--- src/rtl/uart_transmitter_pkg.sv ---
// Shared UART definitions for the transmitter and receiver.
// Contents:
//   uart_state_e   - frame FSM states (IDLE, START, DATA, PARITY, STOP)
//   START_BIT/STOP_BIT - line levels of the framing bits
//   EVEN/ODD       - encodings of the parity_type input
//   eff_prescale() - maps a prescale of 0 to 1 cycle per bit
package uart_transmitter_pkg;

  typedef enum logic [2:0] {
    IDLE   = 3'd0,
    START  = 3'd1,
    DATA   = 3'd2,
    PARITY = 3'd3,
    STOP   = 3'd4
  } uart_state_e;

  localparam logic START_BIT = 1'b0;
  localparam logic STOP_BIT  = 1'b1;

  localparam logic EVEN = 1'b0;
  localparam logic ODD  = 1'b1;

  // A prescale of zero would give a zero-length bit, so it is run as one cycle.
  function automatic logic [5:0] eff_prescale(input logic [5:0] p);
    return (p == 6'd0) ? 6'd1 : p;
  endfunction

endpackage

--- src/rtl/uart_transmitter_if.sv ---
// Transmitter request/line interface.
// Signals:
//   parallel_data - word to send, LSB first
//   data_valid    - send request
//   parity_enable - insert a parity bit between data and stop
//   parity_type   - EVEN (0) or ODD (1)
//   prescale      - clk cycles per serial bit (0 runs as 1)
//   serial_data   - UART line, 1 when idle
//   busy          - 1 from the first start-bit cycle through the last stop-bit cycle
// Handshake: a request is taken on a rising clk edge where data_valid=1 and
// busy=0; word and configuration are captured on that same edge. While busy=1
// data_valid is ignored and nothing is queued, so a requester that wants a
// frame sent must keep data_valid high until it sees busy rise.
interface uart_transmitter_if #(
  parameter int DATA_WIDTH = 8
);
  logic [DATA_WIDTH-1:0] parallel_data;
  logic                  data_valid;
  logic                  parity_enable;
  logic                  parity_type;
  logic [5:0]            prescale;
  logic                  serial_data;
  logic                  busy;

  modport master (
    output parallel_data, data_valid, parity_enable, parity_type, prescale,
    input  serial_data, busy
  );

  modport slave (
    input  parallel_data, data_valid, parity_enable, parity_type, prescale,
    output serial_data, busy
  );
endinterface

--- src/rtl/uart_transmitter_parity_calculator.sv ---
// parity_calculator: parity bit for a data word, shared by transmitter and
// receiver.
// Ports:
//   data        - word to protect
//   parity_type - EVEN (0): bit = XOR of data; ODD (1): bit = XNOR of data
//   parity_bit  - resulting parity bit
module parity_calculator
  import uart_transmitter_pkg::*;
#(
  parameter int WIDTH = 8
) (
  input  logic [WIDTH-1:0] data,
  input  logic             parity_type,
  output logic             parity_bit
);

  always_comb begin
    parity_bit = (parity_type == ODD) ? ~(^data) : ^data;
  end

endmodule

--- src/rtl/uart_transmitter.sv ---
// uart_transmitter: serialises one word per request into a UART frame
// (start 0, data LSB first, optional parity, stop 1), each bit held for
// prescale clk cycles.
// Ports:
//   clk     - clock, all logic on the rising edge
//   reset   - synchronous, active-low
//   tx      - request/line interface (slave side)
//   state_o - current FSM state, for observation
module uart_transmitter
  import uart_transmitter_pkg::*;
#(
  parameter int DATA_WIDTH = 8
) (
  input  logic                clk,
  input  logic                reset,
  uart_transmitter_if.slave   tx,
  output uart_state_e         state_o
);

  localparam int IDX_W = (DATA_WIDTH > 1) ? $clog2(DATA_WIDTH) : 1;
  localparam logic [IDX_W-1:0] LAST_IDX = IDX_W'(DATA_WIDTH - 1);

  uart_state_e           state_q, state_d;
  logic [5:0]            cnt_q, cnt_d;
  logic [5:0]            presc_q, presc_d;
  logic [IDX_W-1:0]      idx_q, idx_d;
  logic [DATA_WIDTH-1:0] data_q, data_d;
  logic [DATA_WIDTH-1:0] shift_q, shift_d;
  logic                  par_en_q, par_en_d;
  logic                  par_type_q, par_type_d;
  logic                  serial_q, serial_d;
  logic                  busy_q, busy_d;
  logic                  parity_bit;
  logic                  bit_done;

  // Parity always comes from the captured word, never the live input.
  parity_calculator #(.WIDTH(DATA_WIDTH)) u_parity (
    .data        (data_q),
    .parity_type (par_type_q),
    .parity_bit  (parity_bit)
  );

  // Counter runs prescale-1 .. 0 inside each bit; 0 marks the bit boundary.
  assign bit_done = (cnt_q == 6'd0);

  // State register
  always_ff @(posedge clk) begin
    if (!reset) begin
      state_q    <= IDLE;
      cnt_q      <= '0;
      presc_q    <= '0;
      idx_q      <= '0;
      data_q     <= '0;
      shift_q    <= '0;
      par_en_q   <= 1'b0;
      par_type_q <= 1'b0;
      serial_q   <= STOP_BIT;
      busy_q     <= 1'b0;
    end else begin
      state_q    <= state_d;
      cnt_q      <= cnt_d;
      presc_q    <= presc_d;
      idx_q      <= idx_d;
      data_q     <= data_d;
      shift_q    <= shift_d;
      par_en_q   <= par_en_d;
      par_type_q <= par_type_d;
      serial_q   <= serial_d;
      busy_q     <= busy_d;
    end
  end

  // Next-state logic
  always_comb begin
    state_d    = state_q;
    cnt_d      = cnt_q;
    presc_d    = presc_q;
    idx_d      = idx_q;
    data_d     = data_q;
    shift_d    = shift_q;
    par_en_d   = par_en_q;
    par_type_d = par_type_q;

    if (state_q == IDLE) begin
      if (tx.data_valid) begin
        state_d    = START;
        data_d     = tx.parallel_data;
        shift_d    = tx.parallel_data;
        par_en_d   = tx.parity_enable;
        par_type_d = tx.parity_type;
        presc_d    = eff_prescale(tx.prescale);
        cnt_d      = eff_prescale(tx.prescale) - 6'd1;
        idx_d      = '0;
      end
    end else if (!bit_done) begin
      cnt_d = cnt_q - 6'd1;
    end else begin
      cnt_d = presc_q - 6'd1;
      case (state_q)
        START:   state_d = DATA;
        DATA: begin
          shift_d = shift_q >> 1;
          if (idx_q == LAST_IDX) begin
            idx_d   = '0;
            state_d = par_en_q ? PARITY : STOP;
          end else begin
            idx_d = idx_q + 1'b1;
          end
        end
        PARITY:  state_d = STOP;
        STOP:    state_d = IDLE;
        default: state_d = IDLE;
      endcase
    end
  end

  // Output logic: line level and busy for the state being entered, so both
  // leave the flops aligned with the state register.
  always_comb begin
    serial_d = STOP_BIT;
    busy_d   = (state_d != IDLE);
    case (state_d)
      START:   serial_d = START_BIT;
      DATA:    serial_d = shift_d[0];
      PARITY:  serial_d = parity_bit;
      default: serial_d = STOP_BIT;
    endcase
  end

  assign tx.serial_data = serial_q;
  assign tx.busy        = busy_q;
  assign state_o        = state_q;

endmodule

--- src/flat_wrapper.sv ---
// flat-port wrapper written by rule: the top's interface ports become plain ports
module uart_transmitter_flat import uart_transmitter_pkg::*;
#(
  parameter int DATA_WIDTH = 8
)
  (clk, reset, state_o, tx_parallel_data, tx_data_valid, tx_parity_enable, tx_parity_type, tx_prescale, tx_serial_data, tx_busy);
  uart_transmitter_if #(.DATA_WIDTH(DATA_WIDTH)) tx_i ();
  input  logic clk;
  input  logic reset;
  output uart_state_e state_o;
  input wire logic [$bits(tx_i.parallel_data)-1:0] tx_parallel_data;
  input wire logic [$bits(tx_i.data_valid)-1:0] tx_data_valid;
  input wire logic [$bits(tx_i.parity_enable)-1:0] tx_parity_enable;
  input wire logic [$bits(tx_i.parity_type)-1:0] tx_parity_type;
  input wire logic [$bits(tx_i.prescale)-1:0] tx_prescale;
  output wire logic [$bits(tx_i.serial_data)-1:0] tx_serial_data;
  output wire logic [$bits(tx_i.busy)-1:0] tx_busy;
  assign tx_i.parallel_data = tx_parallel_data;
  assign tx_i.data_valid = tx_data_valid;
  assign tx_i.parity_enable = tx_parity_enable;
  assign tx_i.parity_type = tx_parity_type;
  assign tx_i.prescale = tx_prescale;
  assign tx_serial_data = tx_i.serial_data;
  assign tx_busy = tx_i.busy;
  uart_transmitter #(.DATA_WIDTH(DATA_WIDTH)) u_core (.clk(clk), .reset(reset), .tx(tx_i), .state_o(state_o));
endmodule
--- config.mk ---
export PLATFORM = sky130hd
export DESIGN_NAME = uart_transmitter_flat
export DESIGN_NICKNAME = d
export VERILOG_FILES = /design/src/rtl/uart_transmitter_pkg.sv /design/src/rtl/uart_transmitter_if.sv /design/src/rtl/uart_transmitter_parity_calculator.sv /design/src/rtl/uart_transmitter.sv /design/src/flat_wrapper.sv
export SDC_FILE = /design/constraint.sdc
export NUM_CORES = 1
export LEC_CHECK = 0
export CAP_MARGIN = 20
export CORE_MARGIN = 3
export CORE_UTILIZATION = 55
export DETAILED_ROUTE_END_ITERATION = 6
export DONT_BUFFER_PORTS = 1
export PLACE_DENSITY = 0.78
export SETUP_SLACK_MARGIN = 0.2
export SLEW_MARGIN = 20
export SYNTH_ARGS = -nofsm -noshare
export SYNTH_HDL_FRONTEND = slang
export SYNTH_SLANG_ARGS = --single-unit
--- constraint.sdc ---
create_clock -name clk -period 5.3 [get_ports clk]
set_input_delay 1.06 -clock clk [delete_from_list [all_inputs] [get_ports clk]]
set_output_delay 1.06 -clock clk [all_outputs]
set_load 0.05 [all_outputs]
==> metrics.csv, run 1 <==
stage,metric,value,unit
die,die-area,0.00408,mm2
worst_setup_path,crit_end,u_core.tx.serial_data,
final_layout,antenna_cells,0,
timing,max_slew.worst_pin.slew,1020,ps
pwr,combPwrFrac,42.4,%
pwr,pwr_density_cell,562,mW/mm2
timing,period_needed,2610,ps
die,initial_utilization,58.9,%
hold_path,worst_hold_path_type,reg -> reg,
cts,cts_buffers,5,
cts,cts.path.max_buffers,2,
synthesis,syn_area,0.00184,mm2
place,place_hpwl,2.75,mm
synthesis,ys_seq_elements,38,
timing,hold_viol_final,0,
worst_setup_path,path_cells,inv_1 -> nor4_2 -> a221oi_1 -> nor3_1 -> a211oi_2,
global_routing,grt_max_degree,34,
timing,report.final.slew_viol_count,0,
place,post-place-ws,2360,ps
cts,cts_htree_levels,2,
pwr,p_sw,0.475,mW
route,wl_per_cell,14.4,um
timing,whs,465,ps
synthesis,synth-edff-count,0,
timing,max-slew-margin-rel,31.8,%
worst_setup_path,crit_type,reg -> reg,
worst_setup_path,path_max_fanout,11,
synthesis,yosysWarnings,0,
global_routing,antenna_found_initial,0,
route,dr.pass1.iters,4,
timing,fmax,0.383,GHz
cts,cts.sink_count,38,
synthesis,ys_types,50,
worst_setup_path,rr_startpoint,u_core.state_o[1],
global_routing,grt_usage,21.1,%
place,io_buffer_count,0,
timing,skew,7.03,ps
cts,clock_latency,350,ps
synthesis,synth_area_leader_cell,dfxtp_1,
die,io-pin-count,24,
die,rows,20,
synthesis,post_synth_main_area_contributors,"dfxtp_1 (41%), nand2_1 (10%), a21oi_1 (5.4%), nor2_1 (4.3%), xnor2_1 (3.8%)",
pwr,p_clk_share,15.2,%
cts,cts-root-buf,clkbuf_4,
synthesis,yosysTopAreaCellShare,41.3,%
worst_setup_path,critPathCaptureType,flop,
timing,worst_slack,2690,ps
worst_setup_path,start_kind,flop,
pwr,seqPwrFrac,42.4,%
final_layout,final_util,61.3,%
synthesis,synthArstFlopShare,0,%
place,place_congestion,0.826,
final_layout,nNetsFinal,243,
synthesis,syn_avg_cell_area,8.22,um2
timing,min_period_over_period,49.3,%
worst_setup_path,arrival,2860,ps
worst_setup_path,critical-path-max-stage-delay,900,ps
global_routing,grt_pass1_wl,6.82,mm
run_status,status,finished clean,
route,routed_wl,3.82,mm
worst_setup_path,r2r_end,u_core.tx.serial_data,
die,die_h,63.9,um
hold_path,hold_start,u_core.presc_q[3],
die,core,0.00313,mm2
worst_setup_path,ff2ff_path_depth,5,
cts,post_cts_buffers,0,
worst_setup_path,cp_num_buf_inv,1,
cts,cts-hold-fix-buffers,0,
pwr,cellLeakagePower,0.699,nW
route,drt-initial-drc-count,94,
pwr,p_int,0.602,mW
route,vias,1575,
worst_setup_path,worstPathRequired,5550,ps
synthesis,seq_area_frac_synth,41.3,%
final_layout,area_growth_syn_to_layout,4.08,%
synthesis,syn_inst,224,
timing,rsz0062_at_grt,no,
global_routing,overflow,0,
worst_setup_path,cp-startpoint,u_core.state_o[1],
final_layout,fill_cells,288,
timing,finalSetupTns,0,ps
synthesis,synthFlopType,dfxtp_1,
worst_setup_path,reg2reg_slack,2690,ps
job,max-cap-violations,0,
route,drc_errors,0,
cts,cts_tree,yes,
pwr,swShare,44.1,%
worst_setup_path,cp_slowest_cell,nor4_2,
place,dp.cells,258,
worst_setup_path,crit_family,simple AND/OR/NAND/NOR gates,
final_layout,layout-drive-gt1-share,9.91,%
route,via_per_inst,5.92,
route,ant_nets,0,
pwr,vdd_ir_drop_max,0.349,mV
worst_setup_path,worst-path-stages,5,
final_layout,finalNonFillerCells,266,
global_routing,grt_pass1_vias,1513,
die,die_width,63.9,um
synthesis,synth.net_count,246,
cts,clkSlewWorstSetupHoldPaths,120,ps
hold_path,worstHoldPathCells,2,
cts,cts_resized,0,
timing,finalSetupViolCount,0,
[power by group through the flow]
stage | sequential, mW | combinational (mW) | clock, mW
after floorplan | 0.448 | 0.395 | 0
after global placement | 0.460 | 0.446 | 0
after detailed placement | 0.461 | 0.451 | 0
after CTS | 0.455 | 0.453 | 0.168
after global routing | 0.467 | 0.522 | 0.180
final | 0.457 | 0.457 | 0.163
[routing by layer]
| layer | up-vias | track usage (%) | routed length [um] |
|---|---|---|---|
| li1 | 794 | - | - |
| met1 | 734 | 27.2 | 1750 |
| met2 | 41 | 32.4 | 1750 |
| met3 | 6 | 5.98 | 281 |
| met4 | 0 | 9.70 | 40 |
| met5 | - | 0 | 0 |
[cells in the mapped netlist, types with 2 or more instances]
master and number:
a211oi_1 4, o21ai_0 4, a21o_1 2, nor3_1 4, nand2b_1 3, inv_1 7, a221oi_1 2, or2_2 2
dfxtp_1 38, nor4_1 2, a31oi_1 8, a21oi_1 20, clkbuf_1 8, and2_1 3, xnor2_1 8, nand2_1 49
o31a_1 2, nor2_1 21, a311oi_1 2, nand3_1 2, ha_1 3, a22oi_1 2
[final cells by class]
class                      instances  area, um2  area share (%)
inverter                           7       26.3            1.37
clock inverter                     2       12.5           0.653
sequential                        38        761            39.7
tap                               44       55.1            2.87
clock buffer                       6       51.3            2.68
multi-input combinational        169       1010            52.7
[tightest hold or removal path, delay by kind of cell (launching register included)]
family	cells	cell delay, ps
flops	1	330
simple gates	1	50
compound gates	1	50
[logic make-up after synthesis]
logic type      synth area share, %
flops                          41.3
simple gates                   24.6
xor+xnor                       4.28
buf+inv                        4.08
compound gates                 23.7
fa+ha+maj                      2.04
[metrics by stage]
step,cell area (um2),power [mW]
2_1_floorplan,1840,0.843
3_3_place_gp,1850,0.906
3_5_place_dp,1850,0.912
4_1_cts,1910,1.08
5_1_grt,1920,1.17
6_report,1920,1.08
[flip-flops by register name (all words and copies together) (netlist names)]
register	flops
u_core.data_q	8
u_core.shift_q	8
u_core.cnt_q	6
u_core.presc_q	6
u_core.idx_q	3
u_core.state_o	3
u_core.par_en_q	1
u_core.par_type_q	1
u_core.tx.busy	1
u_core.tx.serial_data	1
[worst min-delay path by stage]
| stage | endpoint | slack (ps) |
|---|---|---|
| final | u_core.presc_q[3] | 460 |
| after CTS | u_core.presc_q[3] | 470 |
| after detailed placement | u_core.presc_q[3] | 450 |
| after global routing | u_core.presc_q[3] | 480 |
| after floorplan | u_core.presc_q[4] | 440 |
| after global placement | u_core.shift_q[7] | 450 |
[cell usage in the layout, fill, tap and decap left out, types with 2 or more instances in the layout]
cell and instances:
xnor2_1 8, nor4_1 2, nand3_1 2, nor2_1 21
a221oi_1 2, a211oi_1 4, o31a_1 2, nor3_1 3
a21oi_1 20, dfxtp_1 38, inv_1 7, a311oi_1 2
a31oi_1 8, and2_1 3, o21ai_0 4, nand2_1 49
or2_2 2, clkbuf_4 5, ha_1 3, a21o_1 2
a22oi_1 2, nand2b_1 3
Power figures use the tool's default switching activity.
==> run 2, diff against run 1 <==
--- a/config.mk
+++ b/config.mk
@@ -10,7 +10,7 @@
 export CORE_UTILIZATION = 55
 export DETAILED_ROUTE_END_ITERATION = 6
 export DONT_BUFFER_PORTS = 1
-export PLACE_DENSITY = 0.78
+export PLACE_DENSITY = 0.81
 export SETUP_SLACK_MARGIN = 0.2
 export SLEW_MARGIN = 20
 export SYNTH_ARGS = -nofsm -noshare
==> constraint.sdc (replaced) <==
create_clock -name clk -period 2.4 [get_ports clk]
set_input_delay 0.48 -clock clk [delete_from_list [all_inputs] [get_ports clk]]
set_output_delay 0.48 -clock clk [all_outputs]
set_load 0.05 [all_outputs]
==> run 2 against run 1 <==
Effect of this change:
- clock power increased to 3.4 times the previous value
- clock-buffer cell count decreased by 1
- hold slack got worse by 230 ps
- sequential power increased by 110%
- sequential share of layout area decreased by 2.3 points
- global-route usage increased by 2.5 points
- first-iteration DRC count increased by 82%
- die area unchanged
- critical endpoint is now u_core.cnt_q[3]
- register-to-register slack got worse by 2400 ps
- non-clock buffer count increased by 10
- setup slack got worse by 2400 ps
- via count increased by 6.7%
==> metrics.csv, run 2 (same netlist as run 1, synthesis figures left out) <==
stage,metric,value,unit
run_status,status,finished clean,
worst_setup_path,worstPathRequired,2640,ps
global_routing,grt_max_degree,22,
worst_setup_path,r2r_end,u_core.cnt_q[3],
route,drc_errors,0,
global_routing,antenna_found_initial,0,
cts,cts_htree_levels,2,
route,via_per_inst,6.09,
final_layout,final_util,65.1,%
global_routing,grt_usage,23.6,%
worst_setup_path,cp-startpoint,u_core.state_o[0],
die,die_h,63.9,um
cts,clkSlewWorstSetupHoldPaths,110,ps
pwr,vdd_ir_drop_max,0.648,mV
final_layout,reg.largest.list,"u_core.data_q (8), u_core.shift_q (8)",
die,core,0.00313,mm2
route,drt-initial-drc-count,171,
place,dp.cells,266,
pwr,totalPowerFinal,2.71,mW
pwr,cellLeakagePower,0.770,nW
cts,cts.sink_count,38,
route,ant_nets,0,
place,place_congestion,0.874,
worst_setup_path,ff2ff_path_depth,6,
worst_setup_path,critPathCaptureType,flop,
timing,fmax,0.473,GHz
timing,rsz0062_at_grt,yes,
final_layout,fill_cells,282,
worst_setup_path,rr_startpoint,u_core.state_o[0],
die,io-pin-count,24,
cts,cts-hold-fix-buffers,0,
die,initial_utilization,58.9,%
final_layout,final_cell_mix,"nand2_1 (49), dfxtp_1 (37), nor2_1 (21)",
hold_path,worstHoldPathCells,1,
pwr,pwr_density_cell,1330,mW/mm2
cts,cts_buffers,5,
die,die_width,63.9,um
timing,max_slew.worst_pin.slew,497,ps
final_layout,antenna_cells,0,
hold_path,hold_start,reset,
global_routing,grt_pass1_wl,7.40,mm
worst_setup_path,reg2reg_slack,280,ps
global_routing,overflow,0,
final_layout,final_common_cell,nand2_1,
worst_setup_path,crit_type,reg -> reg,
cts,cts_tree,yes,
route,wl_per_cell,15.8,um
worst_setup_path,arrival,2360,ps
hold_path,worst_hold_path_type,in -> reg,
timing,min_period_over_period,88.1,%
route,dr.pass1.iters,6,
timing,max-slew-margin-rel,66.3,%
worst_setup_path,path_max_fanout,12,
worst_setup_path,start_kind,flop,
timing,finalSetupViolCount,0,
job,max-cap-violations,0,
die,rows,20,
timing,hold_viol_final,0,
route,routed_wl,4.35,mm
final_layout,nNetsFinal,253,
die,die-area,0.00408,mm2
cts,clock_latency,360,ps
route,vias,1681,
final_layout,multi_input_area,0.00101,mm2
timing,skew,11.2,ps
place,place_hpwl,3.11,mm
final_layout,finalNonFillerCells,276,
final_layout,area_growth_syn_to_layout,10.5,%
timing,report.final.slew_viol_count,0,
final_layout,seqCellArea,762,um2
place,io_buffer_count,0,
cts,cts.path.max_buffers,2,
timing,finalSetupTns,0,ps
cts,cts-root-buf,clkbuf_4,
timing,period_needed,2120,ps
global_routing,grt_pass1_vias,1565,
worst_setup_path,crit_end,u_core.cnt_q[3],
final_layout,layout-drive-gt1-share,14.2,%
run 2: through the flow:
step / worst slack [ps] / cell area, um2 / hold slack [ps]
global route: 139 / 2040 / 215
detailed placement: 211 / 1910 / 447
global placement: 386 / 1910 / 442
CTS: 202 / 2010 / 224
floorplan: 231 / 1840 / 436
finish: 285 / 2040 / 238
run 2: where the power goes:
part | internal [mW] | switching, mW | total, mW | leakage, nW
Clock | 0.326 | 0.232 | 0.557 | 0.0554
Sequential | 0.779 | 0.189 | 0.967 | 0.313
Combinational | 0.486 | 0.704 | 1.19 | 0.402
run 2: layout make-up:
type	count	share of cell area [%]
inverters	7	1.29
flip-flops and latches	38	37.4
multi-input cells	169	49.7
clock inverters	3	3.38
well taps	44	2.70
repair buffers	10	3.69
clock buffers	5	1.84
run 2: worst min-delay path by stage:
stage / to / slack [ps]
after floorplan: u_core.presc_q[4] / 440
after global placement: u_core.presc_q[3] / 440
after detailed placement: u_core.presc_q[3] / 450
after CTS: u_core.par_type_q / 220
after global routing: u_core.par_type_q / 210
final: u_core.state_o[2] / 240
run 2: worst max-delay path: stages, from the launching register on:
cell and delay, ps:
dfxtp_1 480, nor3_1 80, buf_4 180, a311oi_1 370
o22ai_1 240, o211a_1 270, a2111oi_2 370
run 2: layer usage:
layer	up-vias	track usage, %	share of wire (%)
met2	62	38.7	47
met5	-	0	0
li1	813	-	-
met1	795	29.1	43
met4	0	7.55	1.9
met3	11	7.56	8.0
run 2: repair_timing:
action | 4_1_cts | 5_1_grt
setup buffers | 0 | 2
resized for setup | 0 | 2
endpoints found under the setup margin | 0 | 3
==> run 3, diff against run 2 <==
--- a/config.mk
+++ b/config.mk
@@ -7,10 +7,10 @@
 export LEC_CHECK = 0
 export CAP_MARGIN = 20
 export CORE_MARGIN = 3
-export CORE_UTILIZATION = 55
+export CORE_UTILIZATION = 40
 export DETAILED_ROUTE_END_ITERATION = 6
 export DONT_BUFFER_PORTS = 1
-export PLACE_DENSITY = 0.81
+export PLACE_DENSITY = 0.64
 export SETUP_SLACK_MARGIN = 0.2
 export SLEW_MARGIN = 20
 export SYNTH_ARGS = -nofsm -noshare
==> run 3 against run 2 <==
Effect of this change:
- core utilization shrank 19 points
- register-to-register slack gained 80 ps
- maximum frequency grew 3.8%
- clock-buffer cell count grew 2
- critical endpoint is now u_core.tx.serial_data
- largest cell class unchanged
- highest routed layer unchanged
==> metrics.csv, run 3 (same netlist as run 1, synthesis figures left out) <==
stage,metric,value,unit
run_status,status,finished clean,
place,place_hpwl,3.05,mm
final_layout,layout-drive-gt1-share,12.9,%
place,io_buffer_count,0,
final_layout,fin_area,0.00204,mm2
place,place_congestion,0.839,
global_routing,grt_usage,16.1,%
pwr,pwr_density_cell,1290,mW/mm2
worst_setup_path,reg2reg_slack,360,ps
cts,clkSlewWorstSetupHoldPaths,70,ps
die,core,0.00441,mm2
route,ant_nets,0,
global_routing,grt_pass1_wl,6.80,mm
cts,cts_htree_levels,2,
worst_setup_path,worstPathRequired,2570,ps
worst_setup_path,critPathCaptureType,flop,
final_layout,final_common_cell,nand2_1,
cts,cts_tree,yes,
die,die_width,73.9,um
final_layout,antenna_cells,0,
timing,max_slew.worst_pin.slew,518,ps
global_routing,antenna_found_initial,0,
worst_setup_path,critical-path-max-stage-delay,580,ps
timing,hold_viol_final,0,
cts,clock_latency,280,ps
timing,whs,317,ps
worst_setup_path,arrival,2200,ps
timing,fmax,0.491,GHz
die,io-pin-count,24,
route,vias,1597,
final_layout,area_growth_syn_to_layout,10.8,%
worst_setup_path,cp_num_buf_inv,0,
die,die-area,0.00545,mm2
timing,rsz0062_at_grt,yes,
die,die_h,73.9,um
timing,period_needed,2040,ps
worst_setup_path,rr_startpoint,u_core.cnt_q[5],
timing,skew,7.08,ps
final_layout,fill_cells,430,
final_layout,seqCellArea,762,um2
pwr,vdd_ir_drop_max,0.407,mV
worst_setup_path,path_cells,or4_4 -> nor4_2 -> a221oi_1 -> nor3_1 -> a211oi_2,
global_routing,overflow,0,
worst_setup_path,cp_slowest_cell,or4_4,
timing,finalSetupViolCount,0,
worst_setup_path,crit_family,simple AND/OR/NAND/NOR gates,
timing,min_period_over_period,84.9,%
cts,cts-root-buf,clkbuf_8,
timing,max-slew-margin-rel,65.5,%
route,dr.pass1.iters,4,
final_layout,reg.largest.list,"u_core.data_q (8), u_core.shift_q (8)",
hold_path,hold_end,u_core.state_o[2],
cts,cts-hold-fix-buffers,0,
final_layout,nNetsFinal,253,
worst_setup_path,path_max_fanout,4,
worst_setup_path,crit_type,reg -> reg,
route,wl_per_cell,14.4,um
route,routed_wl,4.10,mm
die,initial_utilization,41.7,%
global_routing,grt_max_degree,20,
final_layout,final_cell_mix,"nand2_1 (49), dfxtp_1 (37), nor2_1 (21)",
cts,cts_buffers,5,
final_layout,multi_input_area,0.00101,mm2
timing,report.final.slew_viol_count,0,
hold_path,worstHoldPathCells,1,
hold_path,hold_start,reset,
pwr,cellLeakagePower,0.766,nW
die,rows,24,
route,drc_errors,0,
route,drt-initial-drc-count,127,
route,via_per_inst,5.62,
worst_setup_path,r2r_end,u_core.tx.serial_data,
job,max-cap-violations,0,
hold_path,worst_hold_path_type,in -> reg,
worst_setup_path,start_kind,flop,
cts,cts.path.max_buffers,2,
place,place_area,0.00192,mm2
timing,finalSetupTns,0,ps
global_routing,grt_pass1_vias,1486,
worst_setup_path,ff2ff_path_depth,5,
cts,cts.sink_count,38,
==> run 3: cell count changes in the layout (fill, tap and decap cells not counted), sizes merged <==
| cell | previous run | this run |
|---|---|---|
| clkbuf | 5 | 7 |
| clkinv | 1 | 0 |
| bufinv | 2 | 1 |
==> run 3: timing repair <==
item / in CTS / in global routing
endpoints found under the hold margin: 0 / 0
setup buffers: 0 / 2
endpoints found under the setup margin: 0 / 2
resized for setup: 0 / 1
==> run 3: worst max path at each step <==
stage,from,endpoint,cells past startpoint
floorplan,u_core.state_o[2],u_core.cnt_q[3],6
global placement,u_core.state_o[0],u_core.cnt_q[3],6
detailed placement,u_core.state_o[0],u_core.cnt_q[3],6
CTS,u_core.state_o[0],u_core.cnt_q[3],6
global route,u_core.state_o[2],u_core.cnt_q[3],6
finish,u_core.cnt_q[5],u_core.tx.serial_data,5
==> run 3: cell type report <==
| cell class | count | share of cell area, % |
|---|---|---|
| Clock inverter | 1 | 1.47 |
| Clock buffer | 7 | 3.74 |
| Inverter | 7 | 1.29 |
| Multi-Input combinational cell | 169 | 49.3 |
| Sequential cell | 38 | 37.3 |
| Tap cell | 52 | 3.19 |
| Timing Repair Buffer | 10 | 3.68 |
==> run 3: stage by stage <==
stage	instances	total power [mW]	setup WS, ps	util, %
3_3_place_gp	274	2.08	374	43.5
3_5_place_dp	274	2.09	364	43.5
6_report	284	2.64	363	46.2
4_1_cts	282	2.61	359	45.9
2_1_floorplan	224	1.86	231	-
5_1_grt	284	2.84	189	46.2
==> run 3: layer usage <==
layer  vias up  GRT usage [%]  share of wire [%]
met1       727           21.3                 45
met3        10           5.88                7.7
li1        815              -                  -
met2        45           23.7                 46
met4         0           6.24                2.0
met5         -              0                  0
==> run 3: report_power, final <==
group	switching (mW)	total (mW)	internal (mW)
Clock	0.216	0.527	0.311
Sequential	0.188	0.966	0.779
Combinational	0.665	1.15	0.482
Total	1.07	2.64	1.57
==> run 3: worst reg2reg max path, stage by stage, from the launching register on <==
cell and delay [ps]:
dfxtp_1 360, or4_4 580, nor4_2 440, a221oi_1 200
nor3_1 300, a211oi_2 50
